File: src/rtl/lsu_dmem_arbiter_if.sv
// lsu_dmem_arbiter_if: core/debug request ports and data-memory bank bus of the arbiter.
// Error outputs exist only when LSU_ARB_ALIGN_CHECK_EN is defined.
interface lsu_dmem_arbiter_if #(parameter int DMEM_ADDR = 13);
  logic                 i_c_req, i_c_we, o_c_gnt, o_c_rvalid;
  logic [DMEM_ADDR-1:0] i_c_addr;
  logic [31:0]          i_c_wdata, o_c_rdata;
  logic [2:0]           i_c_funct;
  logic                 i_d_req, i_d_we, o_d_gnt, o_d_rvalid;
  logic [DMEM_ADDR-1:0] i_d_addr;
  logic [31:0]          i_d_wdata, o_d_rdata;
  logic [2:0]           i_d_funct;
  logic                 o_mem_en, o_mem_we;
  logic [DMEM_ADDR-1:0] o_mem_addr;
  logic [31:0]          o_mem_wdata, i_mem_rdata;
  logic [2:0]           o_mem_funct;
`ifdef LSU_ARB_ALIGN_CHECK_EN
  logic                 o_c_err, o_d_err;
  modport slave (
    input  i_c_req, i_c_we, i_c_addr, i_c_wdata, i_c_funct,
    input  i_d_req, i_d_we, i_d_addr, i_d_wdata, i_d_funct, i_mem_rdata,
    output o_c_gnt, o_c_rvalid, o_c_rdata, o_d_gnt, o_d_rvalid, o_d_rdata,
    output o_mem_en, o_mem_we, o_mem_addr, o_mem_wdata, o_mem_funct, o_c_err, o_d_err
  );
  modport master (
    output i_c_req, i_c_we, i_c_addr, i_c_wdata, i_c_funct,
    output i_d_req, i_d_we, i_d_addr, i_d_wdata, i_d_funct, i_mem_rdata,
    input  o_c_gnt, o_c_rvalid, o_c_rdata, o_d_gnt, o_d_rvalid, o_d_rdata,
    input  o_mem_en, o_mem_we, o_mem_addr, o_mem_wdata, o_mem_funct, o_c_err, o_d_err
  );
`else
  modport slave (
    input  i_c_req, i_c_we, i_c_addr, i_c_wdata, i_c_funct,
    input  i_d_req, i_d_we, i_d_addr, i_d_wdata, i_d_funct, i_mem_rdata,
    output o_c_gnt, o_c_rvalid, o_c_rdata, o_d_gnt, o_d_rvalid, o_d_rdata,
    output o_mem_en, o_mem_we, o_mem_addr, o_mem_wdata, o_mem_funct
  );
  modport master (
    output i_c_req, i_c_we, i_c_addr, i_c_wdata, i_c_funct,
    output i_d_req, i_d_we, i_d_addr, i_d_wdata, i_d_funct, i_mem_rdata,
    input  o_c_gnt, o_c_rvalid, o_c_rdata, o_d_gnt, o_d_rvalid, o_d_rdata,
    input  o_mem_en, o_mem_we, o_mem_addr, o_mem_wdata, o_mem_funct
  );
`endif
endinterface

File: src/rtl/lsu_dmem_arbiter.sv
// lsu_dmem_arbiter: two-port (core/debug) arbiter onto one data-memory bank, 3-stage pipeline.
// Optional misalignment trapping via LSU_ARB_ALIGN_CHECK_EN.
module lsu_dmem_arbiter #(
  parameter int DMEM_ADDR  = 13,
  parameter int STARVE_MAX = 4
) (
  input logic i_clk,
  input logic i_rst_n,
  lsu_dmem_arbiter_if.slave bus
);
  typedef enum logic {NORMAL, DPRIO} state_e;
  localparam logic [3:0] SMAX = 4'(STARVE_MAX);
  state_e               state_q, state_d;
  logic [3:0]           cnt_q, cnt_d;
  logic                 c_gnt, d_gnt, any_gnt, both, sel_we, mis;
  logic [DMEM_ADDR-1:0] sel_addr;
  logic [31:0]          sel_wdata;
  logic [2:0]           sel_funct;
  logic                 mem_en_q, mem_we_q, rd_c_q, rd_d_q, mis_c_q, mis_d_q;
  logic [DMEM_ADDR-1:0] mem_addr_q;
  logic [31:0]          mem_wdata_q, c_rdata_q, d_rdata_q;
  logic [2:0]           mem_funct_q;
  logic                 c_rvalid_q, d_rvalid_q;
`ifdef LSU_ARB_ALIGN_CHECK_EN
  logic                 c_err_q, d_err_q;
  function automatic logic misaligned(input logic [2:0] f, input logic [1:0] a);
    return (f[1:0] == 2'b01 && a[0]) || (f == 3'd2 && a != 2'b00);
  endfunction
`endif
  // Grants are gated by reset so every output reads 0 while reset is held.
  assign c_gnt = i_rst_n & bus.i_c_req & ~(state_q == DPRIO & bus.i_d_req);
  assign d_gnt = i_rst_n & bus.i_d_req & ~c_gnt;
  assign any_gnt = c_gnt | d_gnt;
  assign both = bus.i_c_req & bus.i_d_req;
  always_comb begin
    sel_we    = d_gnt ? bus.i_d_we    : bus.i_c_we;
    sel_addr  = d_gnt ? bus.i_d_addr  : bus.i_c_addr;
    sel_wdata = d_gnt ? bus.i_d_wdata : bus.i_c_wdata;
    sel_funct = d_gnt ? bus.i_d_funct : bus.i_c_funct;
`ifdef LSU_ARB_ALIGN_CHECK_EN
    mis       = misaligned(sel_funct, sel_addr[1:0]);
`else
    mis       = 1'b0;
`endif
    cnt_d     = (state_q == NORMAL && both) ? cnt_q + 4'd1 : 4'd0;
    state_d   = (state_q == NORMAL && both && cnt_q + 4'd1 == SMAX) ? DPRIO : NORMAL;
  end
  always_ff @(posedge i_clk or negedge i_rst_n) begin
    if (!i_rst_n) begin
      state_q     <= NORMAL;
      cnt_q       <= '0;
      mem_en_q    <= 1'b0;
      mem_we_q    <= 1'b0;
      mem_addr_q  <= '0;
      mem_wdata_q <= '0;
      mem_funct_q <= '0;
      rd_c_q      <= 1'b0;
      rd_d_q      <= 1'b0;
      mis_c_q     <= 1'b0;
      mis_d_q     <= 1'b0;
      c_rvalid_q  <= 1'b0;
      d_rvalid_q  <= 1'b0;
      c_rdata_q   <= '0;
      d_rdata_q   <= '0;
`ifdef LSU_ARB_ALIGN_CHECK_EN
      c_err_q     <= 1'b0;
      d_err_q     <= 1'b0;
`endif
    end else begin
      state_q     <= state_d;
      cnt_q       <= cnt_d;
      mem_en_q    <= any_gnt & ~mis;
      mem_we_q    <= any_gnt & ~mis & sel_we & (sel_funct <= 3'd2);
      if (any_gnt) begin
        mem_addr_q  <= sel_addr;
        mem_wdata_q <= sel_wdata;
        mem_funct_q <= sel_funct;
      end
      rd_c_q      <= c_gnt & ~bus.i_c_we & ~mis;
      rd_d_q      <= d_gnt & ~bus.i_d_we & ~mis;
      mis_c_q     <= c_gnt & mis;
      mis_d_q     <= d_gnt & mis;
      c_rvalid_q  <= rd_c_q | mis_c_q;
      d_rvalid_q  <= rd_d_q | mis_d_q;
      if (rd_c_q | mis_c_q) c_rdata_q <= rd_c_q ? bus.i_mem_rdata : 32'd0;
      if (rd_d_q | mis_d_q) d_rdata_q <= rd_d_q ? bus.i_mem_rdata : 32'd0;
`ifdef LSU_ARB_ALIGN_CHECK_EN
      c_err_q     <= mis_c_q;
      d_err_q     <= mis_d_q;
`endif
    end
  end
  assign bus.o_c_gnt     = c_gnt;
  assign bus.o_d_gnt     = d_gnt;
  assign bus.o_c_rvalid  = c_rvalid_q;
  assign bus.o_d_rvalid  = d_rvalid_q;
  assign bus.o_c_rdata   = c_rdata_q;
  assign bus.o_d_rdata   = d_rdata_q;
  assign bus.o_mem_en    = mem_en_q;
  assign bus.o_mem_we    = mem_we_q;
  assign bus.o_mem_addr  = mem_addr_q;
  assign bus.o_mem_wdata = mem_wdata_q;
  assign bus.o_mem_funct = mem_funct_q;
`ifdef LSU_ARB_ALIGN_CHECK_EN
  assign bus.o_c_err     = c_err_q;
  assign bus.o_d_err     = d_err_q;
`endif
endmodule

File: src/flat_wrapper.sv
// flat-port wrapper written by rule: the top's interface ports become plain ports
module lsu_dmem_arbiter_flat 
#(
  parameter int DMEM_ADDR  = 13,
  parameter int STARVE_MAX = 4
)
  (i_clk, i_rst_n, bus_i_c_req, bus_i_c_we, bus_i_c_addr, bus_i_c_wdata, bus_i_c_funct, bus_i_d_req, bus_i_d_we, bus_i_d_addr, bus_i_d_wdata, bus_i_d_funct, bus_i_mem_rdata, bus_o_c_gnt, bus_o_c_rvalid, bus_o_c_rdata, bus_o_d_gnt, bus_o_d_rvalid, bus_o_d_rdata, bus_o_mem_en, bus_o_mem_we, bus_o_mem_addr, bus_o_mem_wdata, bus_o_mem_funct);
  lsu_dmem_arbiter_if #(.DMEM_ADDR(DMEM_ADDR)) bus_i ();
  input logic i_clk;
  input logic i_rst_n;
  input wire logic [$bits(bus_i.i_c_req)-1:0] bus_i_c_req;
  input wire logic [$bits(bus_i.i_c_we)-1:0] bus_i_c_we;
  input wire logic [$bits(bus_i.i_c_addr)-1:0] bus_i_c_addr;
  input wire logic [$bits(bus_i.i_c_wdata)-1:0] bus_i_c_wdata;
  input wire logic [$bits(bus_i.i_c_funct)-1:0] bus_i_c_funct;
  input wire logic [$bits(bus_i.i_d_req)-1:0] bus_i_d_req;
  input wire logic [$bits(bus_i.i_d_we)-1:0] bus_i_d_we;
  input wire logic [$bits(bus_i.i_d_addr)-1:0] bus_i_d_addr;
  input wire logic [$bits(bus_i.i_d_wdata)-1:0] bus_i_d_wdata;
  input wire logic [$bits(bus_i.i_d_funct)-1:0] bus_i_d_funct;
  input wire logic [$bits(bus_i.i_mem_rdata)-1:0] bus_i_mem_rdata;
  output wire logic [$bits(bus_i.o_c_gnt)-1:0] bus_o_c_gnt;
  output wire logic [$bits(bus_i.o_c_rvalid)-1:0] bus_o_c_rvalid;
  output wire logic [$bits(bus_i.o_c_rdata)-1:0] bus_o_c_rdata;
  output wire logic [$bits(bus_i.o_d_gnt)-1:0] bus_o_d_gnt;
  output wire logic [$bits(bus_i.o_d_rvalid)-1:0] bus_o_d_rvalid;
  output wire logic [$bits(bus_i.o_d_rdata)-1:0] bus_o_d_rdata;
  output wire logic [$bits(bus_i.o_mem_en)-1:0] bus_o_mem_en;
  output wire logic [$bits(bus_i.o_mem_we)-1:0] bus_o_mem_we;
  output wire logic [$bits(bus_i.o_mem_addr)-1:0] bus_o_mem_addr;
  output wire logic [$bits(bus_i.o_mem_wdata)-1:0] bus_o_mem_wdata;
  output wire logic [$bits(bus_i.o_mem_funct)-1:0] bus_o_mem_funct;
  assign bus_i.i_c_req = bus_i_c_req;
  assign bus_i.i_c_we = bus_i_c_we;
  assign bus_i.i_c_addr = bus_i_c_addr;
  assign bus_i.i_c_wdata = bus_i_c_wdata;
  assign bus_i.i_c_funct = bus_i_c_funct;
  assign bus_i.i_d_req = bus_i_d_req;
  assign bus_i.i_d_we = bus_i_d_we;
  assign bus_i.i_d_addr = bus_i_d_addr;
  assign bus_i.i_d_wdata = bus_i_d_wdata;
  assign bus_i.i_d_funct = bus_i_d_funct;
  assign bus_i.i_mem_rdata = bus_i_mem_rdata;
  assign bus_o_c_gnt = bus_i.o_c_gnt;
  assign bus_o_c_rvalid = bus_i.o_c_rvalid;
  assign bus_o_c_rdata = bus_i.o_c_rdata;
  assign bus_o_d_gnt = bus_i.o_d_gnt;
  assign bus_o_d_rvalid = bus_i.o_d_rvalid;
  assign bus_o_d_rdata = bus_i.o_d_rdata;
  assign bus_o_mem_en = bus_i.o_mem_en;
  assign bus_o_mem_we = bus_i.o_mem_we;
  assign bus_o_mem_addr = bus_i.o_mem_addr;
  assign bus_o_mem_wdata = bus_i.o_mem_wdata;
  assign bus_o_mem_funct = bus_i.o_mem_funct;
  lsu_dmem_arbiter #(.DMEM_ADDR(DMEM_ADDR), .STARVE_MAX(STARVE_MAX)) u_core (.i_clk(i_clk), .i_rst_n(i_rst_n), .bus(bus_i));
endmodule
File: config.mk
export PLATFORM = sky130hd
export DESIGN_NAME = lsu_dmem_arbiter_flat
export DESIGN_NICKNAME = d
export VERILOG_FILES = /design/src/rtl/lsu_dmem_arbiter_if.sv /design/src/rtl/lsu_dmem_arbiter.sv /design/src/flat_wrapper.sv
export SDC_FILE = /design/constraint.sdc
export NUM_CORES = 1
export LEC_CHECK = 0
export ABC_AREA = 1
export CAP_MARGIN = 20
export CORE_MARGIN = 10
export CORE_UTILIZATION = 35
export DETAILED_ROUTE_END_ITERATION = 10
export DONT_BUFFER_PORTS = 1
export PLACE_DENSITY_LB_ADDON = 0.08
export SLEW_MARGIN = 20
export SYNTH_ARGS = -nofsm -noshare
export SYNTH_HDL_FRONTEND = slang
export SYNTH_SLANG_ARGS = --single-unit
File: constraint.sdc
create_clock -name i_clk -period 3.1 [get_ports i_clk]
set_input_delay 0.62 -clock i_clk [delete_from_list [all_inputs] [get_ports i_clk]]
set_output_delay 0.62 -clock i_clk [all_outputs]
set_load 0.01 [all_outputs]
[After elaboration in Yosys (flattened, before gate mapping)]
Index checks and enable logic that the tools add are counted.
Word-level totals
  word-level logic and storage cells: 40
  register bits after elaboration: 123
  input bits: 134
  output and inout port bits: 118
Operators by class
  muxes and demuxes: 6
  equality and inequality tests: 1
  reduce and logical (&&, ||, !) cells: 2
  $lt $le $gt $ge: 1
  add/subtract/negate cells: 1
  bitwise operators: 16
Operators by type and width (number)
  2-to-1 mux 32 bit: 1
  2-to-1 mux 13 bit: 1
  AND 1 bit: 10
  NOT 1 bit: 5
  adder 4 x 1 -> 4 bit (second input constant): 1
  == test 4 x 3 -> 1 bit (second input constant): 1
  2-to-1 mux 4 bit: 1
  less-or-equal comparator 3 x 2 -> 1 bit (second input constant): 1
  2-to-1 mux 3 bit: 1
  logical AND 1 bit: 2
  2-to-1 mux 1 bit: 2
  bitwise OR 1 bit: 1

[Depth between registers and ports, before layout]
Gate-level depths: netlist (run 1).
  depth after elaboration: 8
  gate-level depth with buffers: 10
  gate-level depth less buffers: 9

[Least setup slack after synthesis (run 1)]
No wires, ideal clock.
  kind: input -> output
  from: input i_rst_n
  to: output bus_o_d_gnt
  buffers on the path: 1
  required time: 2480 ps
  setup slack: 1286 ps
  stages: 6
  data arrival time: 1194 ps
  cells stage by stage: nand2_1 > inv_1 > nand2_2 > nand2_4 > inv_2 > buf_2
On the way
  longest elaborated chain between the ends: 4
  elaborated cells on any way between the ends: 5
  those cells by class: bitwise: 5
Ends and longest elaborated chain
  start, declared: line flat_wrapper.sv:10  | input logic i_rst_n;
  AND 1 bit (2 in series): line lsu_dmem_arbiter.sv:31  | assign c_gnt = i_rst_n & bus.i_c_req & ~(state_q == DPRIO & bus.i_d_req);
  NOT 1 bit: line lsu_dmem_arbiter.sv:32  | assign d_gnt = i_rst_n & bus.i_d_req & ~c_gnt;
  AND 1 bit (*): line lsu_dmem_arbiter.sv:32
  end, declared: line flat_wrapper.sv:25  | output wire logic [$bits(bus_i.o_d_gnt)-1:0] bus_o_d_gnt;
Every way passes the cells marked *; elsewhere a longest branch is shown, timed or not.

[Final worst setup path (run 1)]
  from: register u_core.state_q
  to: output bus_o_d_gnt
On the way
  longest elaborated chain between the ends: 5
Ends and longest elaborated chain
  start, declared: line lsu_dmem_arbiter.sv:13  | state_e state_q, state_d;
  start signal, assigned: line lsu_dmem_arbiter.sv:70  | state_q <= state_d;
  AND 1 bit: line lsu_dmem_arbiter.sv:31
  NOT 1 bit: line lsu_dmem_arbiter.sv:31
  AND 1 bit: line lsu_dmem_arbiter.sv:31
  NOT 1 bit: line lsu_dmem_arbiter.sv:32
  AND 1 bit: line lsu_dmem_arbiter.sv:32
No other way between the ends.

==> run metrics, run 1 <==
Resized cells post-CTS=0; RSZ-0062 raised after global routing=no; TritonCTS Sinks=123; drt initial violations=185; Final Max Slew Viols=0; Total Neg Setup Slack=0 ps; fin cells=635; antenna viol nets, final=0; first-pass GRT wire length=roughly 21000 um; CTS tree=done; die area=19200 um^2; Top Ports=252; kind of critical path=reg -> out; Initial Utilization=0.355; cell accounting for the most synthesized area=dfrtp_1; post-route cell area=5610 um^2; cell internal pwr=3.27 mW; TritonCTS buffer count=17; reg-to-reg endpoint=u_core.bus.o_mem_addr[6]$_DFFE_PN0P_; outcome=finished, violations left; input/output buffers=0; Detailed Place HPWL=~11000 um; Netlist cell types=19; FILL cells=1362; reg-to-reg slack, setup=1430 ps; wire length per cell=21.9 um; Netlist Area Pre-Place=4910 um^2; Layout Area Growth over Synthesis=14.4%; Ys Warns=0; number of global-route vias before repair=~3400; final hold slack=-96.5 ps; WP data arrival=about 1400 ps; clock root buffer=clkbuf_16; clock share of power=0.427; # setup viols final=0; DR vias/cell=5.04; max_slew headroom=0.476; DR top layer=met4; core area=between 10000 and 15000 um^2; Comb pwr share=0.074; Reg clk slew, reported paths=50 ps; wire length on met1=approximately 5400 um; Final Util=0.406; # diodes=0; final hold vios=123; P_sw=1.15 mW; drt pass-1 iters=4; Detail Route met3 WL=1940 um; via count=3199; commonest non-fill, non-tap cells in the layout=nand2_1 (152), dfrtp_1 (123), mux2_2 (60); Cell Rows=43; mean post-synth cell area=approximately 11 um^2; crit path capture type=primary output; Post-Syn Instances=439; Req. time, crit path=2480 ps; Clock Skew=just over 7 ps; final worst path period need=a little over 2000 ps; share of layout cells above drive strength 1=0.218; sequential area share after synthesis=0.627; total wire length=13900 um; GRT overflow=0; initial antenna violation count=0; Overall Global Routing Usage=0.144; worst hold-check path type=in -> async; clk buf depth=2; crit path launch type=register; share of the synthesized area in the top cell type=0.627; sequential power share=0.499; Pleak=2.58 nW; Max Freq=494 MHz; CP Max Fanout=16; H-tree depth=4; die width=between 100 and 150 um; post-CTS setup buffer count=0; failing checks=hold timing; Worst Setup SP=u_core.state_q$_DFF_PN0_; GP Congestion=0.756; post-synth net total=575; height of the chip=138 um; number of synthesized register bits=~120; Switching Share=0.260; Max-Cap Viols=0; post-place instance area=5050 um^2; Clk Latency, worst-skew pair=410 ps; worst r2r src=u_core.state_q$_DFF_PN0_; placed cells=~600; Peak VDD IR=0.329 mV; metal2 WL=~6400 um; Worst-Margin Slew=just under 800 ps; synth top area cells=dfrtp_1 (63%), mux2_2 (14%), nand2_1 (12%), nand3_1 (5.0%), buf_2 (1.4%); nets@finish=about 580; fin crit share=0.652; pin count of the biggest net entering global routing=between 100 and 150; DRC violations left=0; Pwr per Cell Area=786 nW/um^2; most common cell after layout, fill and taps aside=nand2_1; cells on worst reg2reg path=7
-- kinds of logic (layout without fill, tap and decap cells) --
group / after synthesis / after routing / synth area share
AOI/OAI and AO/OA: 4 / 4 / 0.00561
xor gates and xnor gates: 2 / 2 / 0.00357
adders and majority gates: 2 / 2 / 0.00510
buffers and inverters: 29 / 45 / 0.0319
DFF: 123 / 123 / 0.627
muxes: 64 / 64 / 0.147
and+or+nand+nor: 215 / 215 / 0.180
-- worst max-delay path, cell delays in order, from the launching register on --
cell and delay [ps]:
dfrtp_1 430, nand2_1 90, nand2_2 120, nand2_4 80, inv_2 270
-- cell usage after synthesis (all sizes together) --
cell type  instances
a21oi              1
a31oi              3
buf               19
clkbuf             2
dfrtp            123
ha                 2
inv                8
mux2              64
nand2            155
nand3             49
nor2              11
xnor2              1
xor2               1
-- metrics by stage --
stage	power [mW]	hold WS, ps	setup WS, ps
3_3_place_gp	2.57	328	1120
2_1_floorplan	2.43	324	1290
5_1_grt	4.64	-125	953
6_report	4.42	-96.5	1080
3_5_place_dp	2.58	330	1060
4_1_cts	4.50	-119	1020
-- power by group through the flow --
stage / Sequential, mW / Combinational, mW / Clock [mW]
floorplan: 2.14 / 0.294 / 0
global placement: 2.25 / 0.320 / 0
detailed placement: 2.24 / 0.337 / 0
CTS: 2.22 / 0.335 / 1.95
global route: 2.24 / 0.373 / 2.02
finish: 2.20 / 0.327 / 1.89
-- state kept, by name, indices dropped and copies added, names as in the netlist --
register                cells
u_core.bus.o_mem_en         1
u_core.bus.o_d_rvalid       1
u_core.bus.o_mem_funct      3
u_core.rd_c_q               1
u_core.bus.o_mem_addr      13
u_core.bus.o_c_rdata       32
u_core.bus.o_mem_wdata     32
u_core.bus.o_d_rdata       32
u_core.rd_d_q               1
u_core.state_q              1
u_core.cnt_q                4
u_core.bus.o_c_rvalid       1
u_core.bus.o_mem_we         1
-- final cells by class --
| cell class | count | area [um^2] | area share |
|---|---|---|---|
| inverter | 8 | 30.0 | 0.00535 |
| clock inverter | 8 | 92.6 | 0.0165 |
| clock buffer | 24 | 472 | 0.0840 |
| multi-input combinational | 287 | 1680 | 0.299 |
| sequential | 123 | 3080 | 0.548 |
| timing repair buffer | 5 | 37.5 | 0.00669 |
| tap | 180 | 225 | 0.0401 |
-- metal layers --
metal,track usage,vias to the layer above
met3,0.0955,14
met1,0.161,1552
li1,-,1446
met5,0,-
met2,0.217,187
met4,0.0461,0
-- how the worst max path moves through the flow --
stage,end,cells past startpoint
floorplan,bus_o_d_gnt,6
global placement,u_core.bus.o_mem_wdata[13]$_DFFE_PN0P_,8
detailed placement,u_core.bus.o_mem_addr[6]$_DFFE_PN0P_,8
CTS,bus_o_d_gnt,4
global route,bus_o_d_gnt,4
finish,bus_o_d_gnt,4
Note: power is estimated with default switching activity, not from simulation.
==> run 2, diff against run 1 <==
clock period = 1.8 ns   (was 3.1 ns; I/O delays follow)
==> run 2 against run 1 <==
Compared with the run above: the run still ends with hold timing left; sequential power increased by 73%; cell count rose by 0.79%; register-to-register slack got worse by 890 ps; clock power is 68% higher; worst setup slack got worse by 980 ps; flip-flop and latch count did not move; final area grew 2.2%; first-iteration DRC count down 5.9%; non-clock buffer count increased by 5; hold slack lost 260 ps; sequential share of layout area shrank 1.2 points; via count rose by 0.19%; critical path type unchanged; critical endpoint is now bus_o_c_gnt.
==> run metrics, run 2 (same netlist as run 1, synthesis figures left out) <==
CTS tree=done; Overall Global Routing Usage=0.151; height of the chip=~140 um; RSZ-0062 raised after global routing=no; H-tree depth=4; Top Ports=252; Pwr per Cell Area=1320 nW/um^2; post-route cell area=between 5000 and 6000 um^2; Max-Cap Viols=0; max_slew headroom=0.855; PnR worst setup slack=96.5 ps; most common cell after layout, fill and taps aside=nand2_1; CP Max Fanout=46; cells on worst reg2reg path=7; GRT overflow=0; Pleak=approximately 2.6 nW; die width=around 140 um; worst r2r src=u_core.state_q$_DFF_PN0_; clock root buffer=clkbuf_16; worst hold-check path type=in -> async; drt pass-1 iters=6; Reg clk slew, reported paths=roughly 50 ps; Detailed Place HPWL=between 10000 and 15000 um; Clock Skew=8.46 ps; die area=19200 um^2; fin crit share=0.946; Cell Rows=43; post-place instance area=5120 um^2; Max Freq=587 MHz; DR vias/cell=5.01; reg-to-reg slack, setup=around 540 ps; Layout Area Growth over Synthesis=17.0%; hold_buf cts=2; initial antenna violation count=1; CP Cell Sequence=buf_4, a21oi_4, buf_12; antenna viol nets, final=0; first-pass GRT wire length=22400 um; input/output buffers=0; TritonCTS Sinks=123; Worst-Margin Slew=218 ps; GP Congestion=0.704; nets@finish=583; pin count of the biggest net entering global routing=126; total wire length=14300 um; drt initial violations=~170; via count=3205; Peak VDD IR=0.617 mV; WP data arrival=between 1000 and 1500 ps; Final Max Slew Viols=0; crit path max-delay cell type=dfrtp_1; TritonCTS buffer count=17; number of global-route vias before repair=3546; crit path capture type=primary output; DP Worst Slack=332 ps; crit path launch type=register; CP max stage delay=around 380 ps; core area=13800 um^2; wire length per cell=22.4 um; final worst path period need=1700 ps; kind of critical path=reg -> out; final hold slack=-355 ps; outcome=finished, violations left; # setup viols final=0; commonest non-fill, non-tap cells in the layout=nand2_1 (152), dfrtp_1 (123), mux2_2 (60); clk buf depth=2; Req. time, crit path=1440 ps; Clk Latency, worst-skew pair=410 ps; DRC violations left=0; reg-to-reg endpoint=u_core.bus.o_mem_wdata[0]$_DFFE_PN0P_; failing checks=hold timing; Initial Utilization=0.355; share of layout cells above drive strength 1=0.227; Total Neg Setup Slack=0 ps; final hold vios=123
[run 2: changes by cell type in the layout (fill, tap and decap cells not counted), moves of 2 or more]
cell and change:
buf_12 +5, buf_4 -3, clkbuf_1 -3, clkbuf_8 +2, dlygate4sd3_1 +2
[run 2: what timing repair did]
action                     CTS  global route
resized for setup            0             0
buffers inserted             1             0
setup endpoints to repair    1             0
hold endpoints to repair   125           123
[run 2: how the worst max path moves through the flow]
stage / startpoint / cells after the start / to
6_report: u_core.state_q$_DFF_PN0_ / 3 / bus_o_c_gnt
2_1_floorplan: i_rst_n / 6 / bus_o_d_gnt
3_3_place_gp: i_rst_n / 6 / bus_o_d_gnt
5_1_grt: u_core.state_q$_DFF_PN0_ / 5 / bus_o_d_gnt
4_1_cts: u_core.state_q$_DFF_PN0_ / 3 / bus_o_c_gnt
3_5_place_dp: i_rst_n / 6 / bus_o_d_gnt
[run 2: worst max-delay path, delay by kind of cell (launching register included)]
family,cells,cell delay [ps]
buf+inv,2,380
compound gates,1,160
flops,1,380
[run 2: cell type report]
type,count,area (um^2)
clock inverter,8,67.6
tap,180,225
sequential,123,3080
antenna,1,2.50
clock buffer,23,488
multi-input combinational,287,1680
inverter,8,30.0
fill,1333,8090
timing repair buffer,10,168
[run 2: through the flow]
stage	instances	util	power [mW]
4_1_cts	639	0.415	7.72
5_1_grt	639	0.415	7.96
6_report	640	0.415	7.57
3_5_place_dp	604	0.370	4.47
3_3_place_gp	604	0.370	4.44
2_1_floorplan	439	-	4.19
[run 2: per-layer routing]
metal	global-route usage	wire [um]
met5	0	0
met4	0.0605	241
met1	0.159	5260
met2	0.237	6800
met3	0.0952	2040
[run 2: report_power, final]
part / switching (mW) / leakage, nW / internal [mW] / total, mW
Sequential: 0.586 / 1.50 / 3.22 / 3.80
Combinational: 0.260 / 0.862 / 0.345 / 0.606
Clock: 1.15 / 0.278 / 2.02 / 3.17
==> run 3, diff against run 2 <==
CTS_CLUSTER_DIAMETER = 120   (was unset)
==> results of run 3 <==
Same layout as run 2: the final DEF is identical, and so are final timing and power.
